[config.mk]
export PLATFORM = sky130hd
export DESIGN_NAME = split_eval_sched_flat
export DESIGN_NICKNAME = d
export VERILOG_FILES = /design/src/rtl/split_eval_sched_if.sv /design/src/rtl/split_eval_sched.sv /design/src/flat_wrapper.sv
export SDC_FILE = /design/constraint.sdc
export NUM_CORES = 1
export LEC_CHECK = 0
export ABC_CLOCK_PERIOD_IN_PS = 4000
export BUFFER_PORTS_ARGS = -buffer_cell sky130_fd_sc_hd__buf_2
export CAP_MARGIN = 20
export CORE_AREA = 2 2 429 431
export DETAILED_ROUTE_END_ITERATION = 8
export DIE_AREA = 0 0 431 433
export PLACE_DENSITY = 0.31
export SKIP_CTS_REPAIR_TIMING = 1
export SLEW_MARGIN = 20
export SYNTH_ARGS = -nofsm -noshare
export SYNTH_HDL_FRONTEND = slang
export SYNTH_SLANG_ARGS = --single-unit
[constraint.sdc]
create_clock -name clk -period 4 [get_ports clk]
set_input_delay 0.4 -clock clk [delete_from_list [all_inputs] [get_ports clk]]
set_output_delay 0.4 -clock clk [all_outputs]
set_load 0.01 [all_outputs]
[src/rtl/split_eval_sched_if.sv]
// split_eval_sched_if: candidate, checker-bank and result handshakes of split_eval_sched.
// master is the sequencer's view; slave is the surrounding logic's view.
interface split_eval_sched_if #(
    parameter int NUM_SPLITS = 16,
    parameter int CAND_W     = 512,
    parameter int ID_W       = 8,
    parameter int IDX_W      = $clog2(NUM_SPLITS)
);
    logic              cand_valid;
    logic              cand_ready;
    logic [CAND_W-1:0] cand_data;
    logic [ID_W-1:0]   cand_id;
    logic [CAND_W-1:0] split_vars;
    logic [IDX_W-1:0]  split_sel;
    logic              split_req;
    logic              split_ack;
    logic              split_x;
    logic              res_valid;
    logic              res_ready;
    logic              res_pass;
    logic [IDX_W-1:0]  res_fail_idx;
    logic [ID_W-1:0]   res_id;
    logic [15:0]       stat_pass;
    logic [15:0]       stat_fail;

    modport master (
        input  cand_valid, cand_data, cand_id, split_ack, split_x, res_ready,
        output cand_ready, split_vars, split_sel, split_req, res_valid, res_pass,
               res_fail_idx, res_id, stat_pass, stat_fail
    );

    modport slave (
        output cand_valid, cand_data, cand_id, split_ack, split_x, res_ready,
        input  cand_ready, split_vars, split_sel, split_req, res_valid, res_pass,
               res_fail_idx, res_id, stat_pass, stat_fail
    );
endinterface

[src/rtl/split_eval_sched.sv]
// split_eval_sched: steps one candidate through all split checkers and reports pass/first-fail.
// Define SPLIT_EARLY_EXIT_EN to stop evaluating at the first failing split.
module split_eval_sched #(
    parameter int NUM_SPLITS = 16,
    parameter int CAND_W     = 512,
    parameter int ID_W       = 8,
    localparam int IDX_W     = $clog2(NUM_SPLITS)
) (
    input logic clk,
    input logic rst,
    split_eval_sched_if.master bus
);
    typedef enum logic [1:0] {IDLE, EVAL, DONE} state_t;

    state_t           state, state_nx;
    logic [IDX_W-1:0] idx;
    logic [IDX_W-1:0] fail_idx;
    logic [ID_W-1:0]  id;
    logic             pass;
    logic             fail_seen;
    logic             ack;
    logic             last;
    logic             stop;

    assign ack  = state == EVAL && bus.split_ack;
    assign last = idx == IDX_W'(NUM_SPLITS - 1);
`ifdef SPLIT_EARLY_EXIT_EN
    assign stop = last || !bus.split_x;
`else
    assign stop = last;
`endif

    assign bus.cand_ready   = state == IDLE;
    assign bus.split_req    = state == EVAL;
    assign bus.res_valid    = state == DONE;
    assign bus.split_sel    = idx;
    assign bus.res_pass     = pass;
    assign bus.res_fail_idx = fail_idx;
    assign bus.res_id       = id;

    always_comb begin
        state_nx = state;
        case (state)
            IDLE:    state_nx = bus.cand_valid ? EVAL : IDLE;
            EVAL:    state_nx = (bus.split_ack && stop) ? DONE : EVAL;
            DONE:    state_nx = bus.res_ready ? IDLE : DONE;
            default: state_nx = IDLE;
        endcase
    end

    always_ff @(posedge clk) begin
        if (rst) begin
            state          <= IDLE;
            idx            <= '0;
            fail_idx       <= '0;
            id             <= '0;
            pass           <= 1'b0;
            fail_seen      <= 1'b0;
            bus.split_vars <= '0;
            bus.stat_pass  <= '0;
            bus.stat_fail  <= '0;
        end else begin
            state <= state_nx;
            if (state == IDLE && bus.cand_valid) begin
                bus.split_vars <= bus.cand_data;
                id             <= bus.cand_id;
                idx            <= '0;
                fail_idx       <= '0;
                pass           <= 1'b1;
                fail_seen      <= 1'b0;
            end
            if (ack) begin
                // only the first failure is recorded, later ones keep the lowest index
                if (!bus.split_x && !fail_seen) begin
                    fail_idx  <= idx;
                    pass      <= 1'b0;
                    fail_seen <= 1'b1;
                end
                if (!stop)
                    idx <= idx + 1'b1;
            end
            if (state == DONE && bus.res_ready) begin
                if (pass && bus.stat_pass != 16'hFFFF)
                    bus.stat_pass <= bus.stat_pass + 16'd1;
                if (!pass && bus.stat_fail != 16'hFFFF)
                    bus.stat_fail <= bus.stat_fail + 16'd1;
            end
        end
    end
endmodule
[src/flat_wrapper.sv]
// flat-port wrapper written by rule: the top's interface ports become plain ports
module split_eval_sched_flat 
#(
    parameter int NUM_SPLITS = 16,
    parameter int CAND_W     = 512,
    parameter int ID_W       = 8,
    localparam int IDX_W     = $clog2(NUM_SPLITS)
)
  (clk, rst, bus_cand_valid, bus_cand_data, bus_cand_id, bus_split_ack, bus_split_x, bus_res_ready, bus_cand_ready, bus_split_vars, bus_split_sel, bus_split_req, bus_res_valid, bus_res_pass, bus_res_fail_idx, bus_res_id, bus_stat_pass, bus_stat_fail);
  split_eval_sched_if #(.NUM_SPLITS(NUM_SPLITS), .CAND_W(CAND_W), .ID_W(ID_W)) bus_i ();
  input logic clk;
  input logic rst;
  input wire logic [$bits(bus_i.cand_valid)-1:0] bus_cand_valid;
  input wire logic [$bits(bus_i.cand_data)-1:0] bus_cand_data;
  input wire logic [$bits(bus_i.cand_id)-1:0] bus_cand_id;
  input wire logic [$bits(bus_i.split_ack)-1:0] bus_split_ack;
  input wire logic [$bits(bus_i.split_x)-1:0] bus_split_x;
  input wire logic [$bits(bus_i.res_ready)-1:0] bus_res_ready;
  output wire logic [$bits(bus_i.cand_ready)-1:0] bus_cand_ready;
  output wire logic [$bits(bus_i.split_vars)-1:0] bus_split_vars;
  output wire logic [$bits(bus_i.split_sel)-1:0] bus_split_sel;
  output wire logic [$bits(bus_i.split_req)-1:0] bus_split_req;
  output wire logic [$bits(bus_i.res_valid)-1:0] bus_res_valid;
  output wire logic [$bits(bus_i.res_pass)-1:0] bus_res_pass;
  output wire logic [$bits(bus_i.res_fail_idx)-1:0] bus_res_fail_idx;
  output wire logic [$bits(bus_i.res_id)-1:0] bus_res_id;
  output wire logic [$bits(bus_i.stat_pass)-1:0] bus_stat_pass;
  output wire logic [$bits(bus_i.stat_fail)-1:0] bus_stat_fail;
  assign bus_i.cand_valid = bus_cand_valid;
  assign bus_i.cand_data = bus_cand_data;
  assign bus_i.cand_id = bus_cand_id;
  assign bus_i.split_ack = bus_split_ack;
  assign bus_i.split_x = bus_split_x;
  assign bus_i.res_ready = bus_res_ready;
  assign bus_cand_ready = bus_i.cand_ready;
  assign bus_split_vars = bus_i.split_vars;
  assign bus_split_sel = bus_i.split_sel;
  assign bus_split_req = bus_i.split_req;
  assign bus_res_valid = bus_i.res_valid;
  assign bus_res_pass = bus_i.res_pass;
  assign bus_res_fail_idx = bus_i.res_fail_idx;
  assign bus_res_id = bus_i.res_id;
  assign bus_stat_pass = bus_i.stat_pass;
  assign bus_stat_fail = bus_i.stat_fail;
  split_eval_sched #(.NUM_SPLITS(NUM_SPLITS), .CAND_W(CAND_W), .ID_W(ID_W)) u_core (.clk(clk), .rst(rst), .bus(bus_i));
endmodule
Word-level counts from Yosys, hierarchy flattened
Index checks and enable logic that the tools add are counted.

word-level totals
  input port bits = 526
  output and inout bits = 564
  bits in latches = 0
  memory bits (read-only) = 0
  register bits after elaboration = 564
  memory bits (writable) = 0
  word-level logic and storage cells = 46
  memories = 0

operators by class
  divide/modulo/power cells = 0
  reduce and logical (&&, ||, !) cells = 13
  $lt $le $gt $ge = 0
  $mul = 0
  eq/ne operators = 5
  mux-type cells = 16
  add/sub/neg operators = 3
  bitwise logic cells = 0
  shifts and indexed selects = 0

operator list
  operator                 number
  $add A16 B1 Y16 const B  2
  $ne A16 B16 Y1 const B   2
  $mux W4                  6
  $logic_and A1 B1 Y1      7
  $mux W1                  7
  $pmux W2 S3              1
  $add A4 B1 Y4 const B    1
  $eq A4 B4 Y1 const B     1
  $mux W2                  2
  $reduce_and A2 Y1        2
  $logic_not A1 Y1         3
  $eq A2 B1 Y1 const B     1
  $eq A2 B2 Y1 const B     1
  $logic_not A2 Y1         1

Logic depth before layout (Yosys ltp)
  depth after elaboration = 5
  depth in mapped cells = 8
  mapped depth without buffers = 5

Worst setup path before layout
OpenSTA, ideal clock, no wires.

  path kind = register to register
  from = register u_core.bus.stat_pass[0] in the netlist's numbering
  to = register u_core.bus.stat_pass[13] in the netlist's numbering
  path buffers = 1
  period minus slack after synthesis = 1,918 ps
  required time = 3,879 ps
  arrival time = 1,798 ps
  library setup time = 121 ps
  path slack = 2,082 ps
  cell stages (with the launch flop) = 7
  path through = dfxtp_1 > ha_1 > nand3_1 > nor4_1 > clkbuf_2 > nand4b_1 > mux2_2

between the ends
  longest elaborated chain between the ends = 3
  elaborated cells on any way between the ends = 4
  classes of those cells = 1 x add/sub; 1 x eq/ne; 2 x reduce/logical

RTL lines
  item                                                                     RTL line                   text
  start: declaration                                                       split_eval_sched_if.sv:29  res_fail_idx, res_id, stat_pass, stat_fail
  start signal: assignment                                                 split_eval_sched.sv:84     bus.stat_pass <= bus.stat_pass + 16'd1;
  parallel branches: the longest is 3 deep, another holds $add A16 B1 Y16  n/a

Several ways; the timed one is not identified.
A chain may end at the register's enable or synchronous reset.

Worst setup path in the final report
  from = register u_core.state[0]
  to = register u_core.bus.split_vars[122]

between the ends
  longest elaborated chain between the ends = 2

RTL lines
  item                      RTL line                   text
  start: declaration        split_eval_sched.sv:15     state_t state, state_nx;
  start signal: assignment  split_eval_sched.sv:63     state <= state_nx;
  $logic_not A2 Y1          split_eval_sched.sv:64     if (state == IDLE && bus.cand_valid) begin
  $logic_and A1 B1 Y1       split_eval_sched.sv:64
  end signal: assignment    split_eval_sched.sv:65     bus.split_vars <= bus.cand_data;
  end: declaration          split_eval_sched_if.sv:28  output cand_ready, split_vars, split_sel, split_req, res_valid, res_pass,

No other way between the ends.

==> summary.md <==
| Metric | Value |
|---|---|
| Outcome | finished clean |
| Share of flip-flops with an asynchronous set or reset | 0% |
| Global-route wire length before repair | between 150,000 and 200,000 um |
| Total Routing Usage GR | 13.5% |
| Die height | about 430 um |
| Flop2flop setup slack | 1.74 ns |
| Measured slew at the worst slew-check pin | a little over 0.8 ns |
| Arrival time worst endpoint | roughly 2.9 ns |
| Antenna-violating nets left | 0 |
| DRC viols | 0 |
| Cells after synthesis | approximately 2,500 |
| Grt ovf | 0 |
| Number of DRC markers in iteration 0 | around 1,400 |
| Maximum VDD drop | approximately 300 uV |
| Final hold violation count | 0 |
| Setup CP Type | reg2reg |
| Synthesis-to-finish area growth | 77.9% |
| Most frequent cells in the layout | buf_2 (1,088), nand2_1 (1,056), dfxtp_1 (564) |
| Initial antenna violation count | 28 |
| Router iterations before antenna repair | 5 |
| Post-synthesis sequential area ratio | a little under three fifths |
| Die ar. | ~190,000 sq um |
| Ports | between 1,000 and 1,500 |
| Clk slew on worst S/H paths | 0.06 ns |
| Initial Utilization | a little over a tenth |
| Layout cell share with drive strength beyond 1 | between 30 and 40% |
| Finished Cell Area | 35,300 sq um |
| Post-Syn Nets | around 3,000 |
| Max Cap Viol | 0 |
| Minimum clock period | around 2.3 ns |
| RSZ-0062 raised after global routing | false |
| Tightest Hold Check Type | in2reg |
| Final worst-path cycle share | a little under three fifths |
| Hold_sp | bus_cand_data[147] |
| F_max | 443 MHz |
| Mapped Area | between 15,000 and 20,000 sq um |
| TNS Setup | 0 ns |
| CTS tree | yes |
| Area share of the largest cell type after synthesis | 56.9% |
| Gp weighted congestion | approximately 0.92 |
| Cell taking the most area after synthesis | dfxtp_1 |
| Port Buffers | ~1,100 |
| Post-synthesis cell type count | 49 |
| Htree depth | 3 |
| Largest net degree at the start of global routing | between 100 and 150 |
| RR Startpoint | u_core.state[0] |
| Final Routed Wirelength | around 130,000 um |
| Clk sink count | around 560 |
| Post-synth EDFFs | 0 |
| CTS Buffer Depth | 3 |
| Clk Latency, worst-skew pair | 0.70 ns |
| Top_reg_cell synth | dfxtp_1 |
| Power Dens Cells | around 450 nW/um^2 |
| Switch share | a little under 30% |
| Hpwl dp | 105,000 um |
| Leading post-synthesis cells by cell area | dfxtp_1 (57%), nand2_1 (20%), a21oi_1 (14%), clkbuf_1 (2.6%), buf_2 (1.2%) |
| Final setup viols | 0 |
| Mean number of vias per cell | between 3 and 4 |
| P_sw | roughly 0.0046 W |
| CTS Buf Count | 80 |
| Worst Path Max Fanout | 83 |
| Critical Path End Type | flop |
| Internal | about 0.011 W |
| Startpoint types | flop |
| Fin nets | 4,527 |
| Clock share of power | 46.7% |
| Max Clock Skew | about 0.029 ns |
| Synth Warn # | 0 |
| Relative slew slack | between 40% and 50% |
| Die width | between 400 and 500 um |
| Max Slew Vio Count | 0 |
| Vias | roughly 23,000 |
| Register share of total power | 38.8% |
| Row cnt | between 150 and 200 |
| Commonest non-fill, non-tap cell in the layout | buf_2 |
| Crit. Startpoint | u_core.state[0] |
| Core area | 182,000 sq um |
| Combinational share of power | ~14% |
| Yosys reg bits | 564 |
| Static Leak | 15.4 nW |
| Syn_area_per_cell | between 7 and 8 sq um |
| Worst Path Required | about 4.6 ns |
| CTS root buf | clkbuf_16 |
| Placed cell area | 28,000 sq um |
| Wire per inst | about 21 um |
| Vias in the first global route | 20,500 |
[final cells by class]
| cell class | instances | area, sq um |
|---|---|---|
| clock buffer | 116 | 2270 |
| inverter | 6 | 22.5 |
| clock inverter | 23 | 383 |
| antenna | 13 | 32.5 |
| fill | 20800 | 147000 |
| multi-input combinational | 1763 | 7800 |
| timing repair buffer | 1583 | 10600 |
| tap | 2385 | 2980 |
| sequential | 564 | 11300 |
[routing by layer]
metal	wire, um	GRT usage, %	part of all wire, %
met1	57200	16.8	42
met2	62700	21.6	47
met3	11400	4.99	8.5
met5	83	0	0.062
met4	3370	4.28	2.5
[Yosys cell counts (all sizes together) (2+ instances only)]
cell,n
a21oi,553
nand2,1056
nand2b,3
nand3,14
a311oi,2
ha,3
nor2b,4
inv,6
nand3b,3
nor3,5
or2,2
a31oi,2
mux2,3
nand4b,2
o41ai,2
buf,48
or3,12
o31ai,11
and3,4
o211ai,2
or4,12
mux2i,2
dfxtp,564
o21ai,15
clkbuf,137
nand4,12
nor2,18
nor4,5
and4,3
[critical path, stage by stage, from the launching register on]
cell,delay (ns)
dfxtp_1,0.40
nor2_1,0.19
and2_4,0.62
buf_12,0.39
buf_4,0.31
nand2_1,0.09
a21oi_1,0.14
[final timing paths]
kind         depth (start not counted)                    endpoint
max reg2reg                          6  u_core.bus.split_vars[122]
min                                  3  u_core.bus.split_vars[147]
min reg2reg                          2  u_core.bus.split_vars[198]
max                                  6  u_core.bus.split_vars[122]
[stage by stage]
stage | instances | hold WS [ns] | power (W) | setup slack, ns | util [%]
4_1_cts | 5977 | -0.176 | 0.0158 | 1.63 | 16.8
3_5_place_dp | 5838 | 0.443 | 0.00818 | 1.65 | 15.4
3_3_place_gp | 5838 | 0.438 | 0.00817 | 1.74 | 15.4
5_1_grt | 6445 | 0.000606 | 0.0166 | 1.49 | 19.4
6_report | 6453 | 0.0231 | 0.0158 | 1.74 | 19.4
2_1_floorplan | 2518 | 0.446 | 0.00701 | 2.08 | -
[sequential cells by signal, summed over array words and instances (netlist names)]
name                     cells
u_core.bus.res_fail_idx      4
u_core.bus.stat_fail        16
u_core.state                 2
u_core.bus.stat_pass        16
u_core.bus.res_pass          1
u_core.bus.split_sel         4
u_core.bus.split_vars      512
u_core.bus.res_id            8
u_core.fail_seen             1
[power by group through the flow]
stage | Combinational [W] | Sequential [W] | Clock, W
4_1_cts | 0.00192 | 0.00614 | 0.00773
6_report | 0.00229 | 0.00614 | 0.00739
5_1_grt | 0.00249 | 0.00617 | 0.00789
3_3_place_gp | 0.00192 | 0.00625 | 0
2_1_floorplan | 0.000648 | 0.00637 | 0
3_5_place_dp | 0.00192 | 0.00626 | 0
[cell families after synthesis]
| kind of cell | after synthesis | synth area share [%] |
|---|---|---|
| AOI/OAI and AO/OA | 592 | 15.3 |
| xor gates and xnor gates | 1 | 0.0441 |
| adders and majority gates | 3 | 0.189 |
| buffers and inverters | 191 | 3.93 |
| DFF | 564 | 56.9 |
| muxes | 5 | 0.271 |
| and+or+nand+nor | 1162 | 23.4 |
Power figures use the tool's default switching activity.
